===== src/rtl/dccm_port_arb.sv =====
// ============================================================================
// dccm_port_arb
//
// Shares the single DCCM port between the core LSU (requester 0) and a
// DMA/loader master (requester 1). It also peels off the two MMIO store
// addresses so they never reach the DCCM array:
//   - a store to CONSOLE_ADDR becomes a one-cycle character strobe
//   - a store to FINISH_ADDR sets a sticky end-of-test flag
//
// The LSU normally wins. A DMA request that has been refused STARVE_LIMIT
// cycles in a row is promoted over the LSU for one grant.
//
// Ports:
//   clk, rst                 core clock, asynchronous active-high reset
//   lsu_req/we/addr/wdata/wbe  LSU request (addr is a word-aligned byte address)
//   lsu_gnt                  request accepted this cycle (combinational)
//   lsu_rvalid, lsu_rdata    load return, one cycle after the grant
//   dma_*                    same set of signals for the DMA master
//   dccm_en/wen/addr/wdata/wbe  DCCM macro request (all zero when idle)
//   dccm_rdata               DCCM read data, one cycle after dccm_en
//   console_valid/char       one-cycle console character strobe
//   finish                   sticky end-of-test flag
//   dma_starved              DMA promoted over the LSU this cycle (debug)
// ============================================================================
module dccm_port_arb #(
    parameter int              XLEN         = 32,
    parameter int              STARVE_LIMIT = 4,
    parameter logic [XLEN-1:0] CONSOLE_ADDR = 'h0020_0000,
    parameter logic [XLEN-1:0] FINISH_ADDR  = 'h1000_0000
) (
    input  logic                clk,
    input  logic                rst,

    input  logic                lsu_req,
    input  logic                lsu_we,
    input  logic [XLEN-1:0]     lsu_addr,
    input  logic [XLEN-1:0]     lsu_wdata,
    input  logic [XLEN/8-1:0]   lsu_wbe,
    output logic                lsu_gnt,
    output logic                lsu_rvalid,
    output logic [XLEN-1:0]     lsu_rdata,

    input  logic                dma_req,
    input  logic                dma_we,
    input  logic [XLEN-1:0]     dma_addr,
    input  logic [XLEN-1:0]     dma_wdata,
    input  logic [XLEN/8-1:0]   dma_wbe,
    output logic                dma_gnt,
    output logic                dma_rvalid,
    output logic [XLEN-1:0]     dma_rdata,

    output logic                dccm_en,
    output logic                dccm_wen,
    output logic [XLEN-1:0]     dccm_addr,
    output logic [XLEN-1:0]     dccm_wdata,
    output logic [XLEN/8-1:0]   dccm_wbe,
    input  logic [XLEN-1:0]     dccm_rdata,

    output logic                console_valid,
    output logic [7:0]          console_char,
    output logic                finish,
    output logic                dma_starved
);

    localparam int         BE_W  = XLEN / 8;
    localparam logic [3:0] LIMIT = 4'(STARVE_LIMIT);

    // Who is owed read data in the current cycle.
    typedef enum logic [1:0] {
        OWN_NONE = 2'd0,
        OWN_LSU  = 2'd1,
        OWN_DMA  = 2'd2
    } owner_t;

    logic [3:0]      starve_cnt;
    owner_t          rd_owner;
    owner_t          rd_owner_next;
    logic            rd_mmio;
    logic            rd_mmio_next;

    logic            sel_dma;
    logic            any_gnt;
    logic            win_we;
    logic [XLEN-1:0] win_addr;
    logic [XLEN-1:0] win_wdata;
    logic [BE_W-1:0] win_wbe;
    logic            win_console;
    logic            win_finish;
    logic            win_mmio;
    logic            console_store;
    logic            finish_store;

    // Arbitration. The DMA takes the port when the LSU is idle, or when it
    // has waited long enough to be promoted over a requesting LSU.
    always_comb begin
        dma_starved = dma_req && (starve_cnt >= LIMIT);
        sel_dma     = dma_req && (dma_starved || !lsu_req);
        any_gnt     = lsu_req || dma_req;
        lsu_gnt     = lsu_req && !sel_dma;
        dma_gnt     = sel_dma;
    end

    // Mux the winner's request and decode the MMIO addresses.
    always_comb begin
        win_we        = sel_dma ? dma_we    : lsu_we;
        win_addr      = sel_dma ? dma_addr  : lsu_addr;
        win_wdata     = sel_dma ? dma_wdata : lsu_wdata;
        win_wbe       = sel_dma ? dma_wbe   : lsu_wbe;
        win_console   = any_gnt && (win_addr == CONSOLE_ADDR);
        win_finish    = any_gnt && (win_addr == FINISH_ADDR);
        win_mmio      = win_console || win_finish;
        console_store = win_console && win_we;
        finish_store  = win_finish && win_we;
    end

    // DCCM request. Address, data and byte enables are zeroed whenever the
    // array is not being accessed so the macro pins stay quiet on idle and
    // MMIO cycles.
    always_comb begin
        dccm_en    = any_gnt && !win_mmio;
        dccm_wen   = dccm_en && win_we;
        dccm_addr  = dccm_en ? win_addr  : '0;
        dccm_wdata = dccm_en ? win_wdata : '0;
        dccm_wbe   = dccm_en ? win_wbe   : '0;
    end

    // Starvation counter: counts consecutive refused DMA cycles, saturating
    // so a very long wait cannot wrap back below the promotion threshold.
    always_ff @(posedge clk or posedge rst) begin
        if (rst) begin
            starve_cnt <= 4'd0;
        end else if (dma_req && !dma_gnt) begin
            if (starve_cnt != 4'hF) begin
                starve_cnt <= starve_cnt + 4'd1;
            end
        end else begin
            starve_cnt <= 4'd0;
        end
    end

    // A granted load (DCCM or MMIO) claims next cycle's read return.
    always_comb begin
        rd_owner_next = OWN_NONE;
        rd_mmio_next  = 1'b0;
        if (any_gnt && !win_we) begin
            rd_owner_next = sel_dma ? OWN_DMA : OWN_LSU;
            rd_mmio_next  = win_mmio;
        end
    end

    always_ff @(posedge clk or posedge rst) begin
        if (rst) begin
            rd_owner <= OWN_NONE;
            rd_mmio  <= 1'b0;
        end else begin
            rd_owner <= rd_owner_next;
            rd_mmio  <= rd_mmio_next;
        end
    end

    // Read return. The DCCM data only exists in the return cycle, so rdata
    // is steered from the macro output by the registered owner; both are
    // zero out of reset because the owner resets to NONE.
    always_comb begin
        lsu_rvalid = (rd_owner == OWN_LSU);
        dma_rvalid = (rd_owner == OWN_DMA);
        lsu_rdata  = (lsu_rvalid && !rd_mmio) ? dccm_rdata : '0;
        dma_rdata  = (dma_rvalid && !rd_mmio) ? dccm_rdata : '0;
    end

    // MMIO side effects. console_valid is rewritten every cycle, so it is
    // high for exactly one cycle per console store; finish only ever sets.
    always_ff @(posedge clk or posedge rst) begin
        if (rst) begin
            console_valid <= 1'b0;
            console_char  <= 8'h00;
            finish        <= 1'b0;
        end else begin
            console_valid <= console_store;
            if (console_store) begin
                console_char <= win_wdata[7:0];
            end
            if (finish_store) begin
                finish <= 1'b1;
            end
        end
    end

    a_gnt_onehot : assert property (@(posedge clk) disable iff (rst)
        !(lsu_gnt && dma_gnt));
    a_lsu_gnt_req : assert property (@(posedge clk) disable iff (rst)
        lsu_gnt |-> lsu_req);
    a_dma_gnt_req : assert property (@(posedge clk) disable iff (rst)
        dma_gnt |-> dma_req);

endmodule


===== config.mk =====
export PLATFORM = sky130hd
export DESIGN_NAME = dccm_port_arb
export DESIGN_NICKNAME = d
export VERILOG_FILES = /design/src/rtl/dccm_port_arb.sv
export SDC_FILE = /design/constraint.sdc
export NUM_CORES = 1
export LEC_CHECK = 0
export ABC_CLOCK_PERIOD_IN_PS = 3800
export CAP_MARGIN = 40
export CORE_AREA = 2 2 124 126
export CTS_BUF_LIST = sky130_fd_sc_hd__clkbuf_16
export DETAILED_ROUTE_END_ITERATION = 7
export DIE_AREA = 0 0 126 128
export HOLD_SLACK_MARGIN = 0.1
export MAX_ROUTING_LAYER = met4
export SYNTH_ARGS = -nofsm -noshare
export SYNTH_HDL_FRONTEND = slang
export SYNTH_SLANG_ARGS = --single-unit

===== constraint.sdc =====
create_clock -name clk -period 3.8 [get_ports clk]
set_input_delay 1.14 -clock clk [delete_from_list [all_inputs] [get_ports clk]]
set_output_delay 1.14 -clock clk [all_outputs]
set_load 0.02 [all_outputs]

==> run metrics <==
status complete, but fails checks; failing checks negative setup slack; IO buf count 322; Post-CTS Hold Fix Bufs 0; kind of critical path input port to output pin; HPWL Detailed ~11000 µm; Most common cell on crit path buf_6; Post-route DRC 0; Mean Syn Cell Area 6.96 µm²; share of cells above drive strength 1 between 20% and 30%; Logic pwr share ~65%; TritonCTS Buffers 3; Critical Path RT 2.66 ns; Design Area, Final about 0.0067 mm²; row count 45; CP Max Fanout 5; clock buffer depth 2; GR Overflow Total 0; vias after detailed routing 3864; Ports roughly 320; CP endpoint kind output pin; first-pass GRT wire length 20800 µm; Post-synth ARST share 100%; hold endpoint starve_cnt[0]; Worst Tran Pin Value 0.625 ns; Starting Density between 15 and 20%; P_leak between 0.003 and 0.004 µW; Final WS setup -0.211 ns; r2r endpoint console_char[6]; first drt pass iteration count 4; Synth Cell Area about 0.0025 mm²; Skew-Pair Late Insertion Delay 0.24 ns; area occupied by multi-input gates about 0.0024 mm²; # Max-Cap Violations 0; CTS tree built; die area about 0.016 mm²; Main synth FF type dfrtp_1; syn nets between 500 and 600; Switch Pwr between 400 and 500 µW; largest cells by area after synthesis dfrtp_1, and2_1, mux2i_1, nand2_1, mux2_2; clk slew on worst S/H paths roughly 0.050 ns; Nets roughly 880; power density cells roughly 170 mW/mm²; clock group share of total power 18.0%; FF-to-FF path depth 8; Crit path arrival time between 2 and 3 ns; final antenna-violating net count 0; share of the synthesized area in the top cell type 17.0%; Buf+Inv Stages, Crit Path 5; CP startpoint lsu_addr[20]; minimum clock period between 4 and 5 ns; Synth Instances between 300 and 400; critical path, cell by cell dlygate4sd2_1 -> nor4_2 -> nand4_1 -> o22ai_2 -> o2111a_2 -> buf_6 -> buf_12 -> buf_16 -> nor3_4 -> buf_6; synthesis-to-layout area growth 167%; Cells on Worst Hold Path 1; final setup TNS -6.22 ns; switching part of the total between 30% and 40%; Post-DP Area a little over 0.006 mm²; Clock Tree Root clkbuf_16; Crit path largest cell delay around 0.26 ns; count of final setup violators 38; Synth warnings 0; Die Width about 130 µm; Sink Count 17; initial antenna violation count 0; Synth cell types 40; internal power 703 µW; Startpoint Class input port; RSZ-0062 raised after global routing true; core area 0.0149 mm²; Register Area about 430 µm²; max-slew violations 0; Peak Freq 249 MHz; Fin. Hold Viols 0; dominant cell type by area after synthesis dfrtp_1; largest net degree at the start of global routing 34; Yosys reg bits 17; CP top delay family buffers and inverters; Max VDD drop approximately 0.00019 V; number of DRC markers in iteration 0 78; vias per inst approximately 4.3; Slew headroom 58.3%; gpl congestion ~0.88; Post-Route Skew approximately 0.00071 ns; slowest cell on the critical path dlygate4sd2_1; crit share post-route 106%; Tot GR Track Use between 15 and 20%; HP Start starve_cnt[0]; wire per inst around 16 µm; Crit Reg-Reg Startpoint starve_cnt[3]; Hold Crit Class flip-flop to flip-flop; vias in the first global route around 3900; Post-synth EDFFs 0; Antenna Diode Count 0; fillcell total around 1500; register area share after synthesis 17.0%; Total Routed Length 13900 µm; worst reg-to-reg setup slack around 1.5 ns; Seq pwr share roughly 17%; H-tree levels 1; die height between 100 and 150 µm
## state kept, by name, indices dropped and copies added (netlist names)
register	cells
console_char	8
console_valid	1
finish	1
rd_mmio	1
rd_owner	2
starve_cnt	4
## what timing repair did
action / in CTS / in global routing
buffers inserted: 7 / 3
resized for setup: 473 / 60
pin swaps: 32 / 23
setup endpoints to repair: 72 / 72
gates cloned: 5 / 0
## logic make-up (layout without fill, tap and decap cells)
logic type	Yosys count	count (layout)	share of synthesized area [%]
AOI/OAI and AO/OA	42	42	10.5
xor gates and xnor gates	3	3	1.05
muxes	47	47	19.6
buffers and inverters	35	382	7.19
other	1	1	0.150
and+or+nand+nor	214	214	44.0
DFF	17	17	17.0
adders and majority gates	1	1	0.499
## final cells by class
class | count | share of cell area [%]
clock inverters | 1 | 0.0561
clock buffers | 3 | 1.12
inverters | 6 | 0.337
multi-input cells | 308 | 35.4
flip-flops and latches | 17 | 6.36
repair buffers | 372 | 53.2
well taps | 188 | 3.51
## Yosys cell counts (2+ instances only)
cell       n
nand2_1   73
and2_1    64
mux2i_1   31
a21oi_1   30
nor3_1    30
dfrtp_1   17
nor2_1    17
mux2_2    16
clkbuf_1  15
nor4_1    12
buf_2      6
inv_1      5
buf_6      4
nor2b_1    4
buf_4      3
nand4_1    3
xnor2_1    3
a211oi_1   2
and3_1     2
and4b_1    2
o211ai_1   2
## metal layers
metal / vias to the layer above / track usage (%) / part of all wire, %
li1: 1924 / - / -
met5: - / - / 0
met4: 0 / 1.68 / 0.46
met2: 183 / 31.2 / 54
met3: 8 / 1.63 / 6.0
met1: 1749 / 18.7 / 39
## power by group through the flow
| stage | clock network, µW | logic [µW] | registers, µW |
|---|---|---|---|
| after CTS | 203 | 718 | 185 |
| after global routing | 215 | 776 | 186 |
| after floorplan | 0 | 289 | 188 |
| after global placement | 0 | 720 | 188 |
| after detailed placement | 0 | 725 | 188 |
| final | 201 | 729 | 186 |
## metrics by stage
stage / setup WS (ns) / utilization [%] / total power [µW] / instances / hold WS [ns]
2_1_floorplan: -0.00108 / - / 477 / 360 / 0.408
3_3_place_gp: -1.12 / 41.4 / 908 / 880 / 0.419
3_5_place_dp: -1.19 / 41.4 / 913 / 880 / 0.434
4_1_cts: -0.260 / 44.7 / 1110 / 894 / 0.440
5_1_grt: -0.293 / 45.0 / 1180 / 895 / 0.458
6_report: -0.211 / 45.0 / 1120 / 895 / 0.442
## placed cells by master (no fill, tap or decap), drive strengths merged
master	instances
nor2b	4
o21ai	1
a21o	1
ha	1
o2111a	1
xnor2	3
a21oi	30
o21a	1
and4b	2
inv	7
clkdlybuf4s15	14
buf	106
dfrtp	17
and3	2
o221ai	1
nor3b	1
o22ai	1
nor2	17
mux2	16
conb	1
o211ai	2
nor4	12
nand4b	1
and2	64
clkdlybuf4s50	192
o31ai	1
nand2	74
mux2i	31
nand4	4
or3b	1
dlygate4sd2	46
nor3	31
clkbuf	17
a211oi	3
or2	1
## worst register-to-register path, cell delays in order, from the launching register on
cell	delay, ns
dfrtp_1	0.42
or3b_4	0.46
nand4_4	0.13
a211oi_4	0.07
buf_4	0.15
buf_4	0.12
buf_4	0.13
o221ai_4	0.35
mux2_2	0.39
## how the worst max path moves through the flow
| stage | end | slack (ns) | depth (start not counted) |
|---|---|---|---|
| 3_5_place_dp | dccm_wdata[9] | -1.19 | 9 |
| 4_1_cts | dccm_wdata[0] | -0.26 | 11 |
| 6_report | dccm_wen | -0.21 | 10 |
| 5_1_grt | dccm_wen | -0.29 | 11 |
| 3_3_place_gp | dccm_wdata[9] | -1.12 | 9 |
| 2_1_floorplan | dccm_wbe[1] | -0.001 | 6 |
No activity file was read; power rests on OpenSTA's default activity.
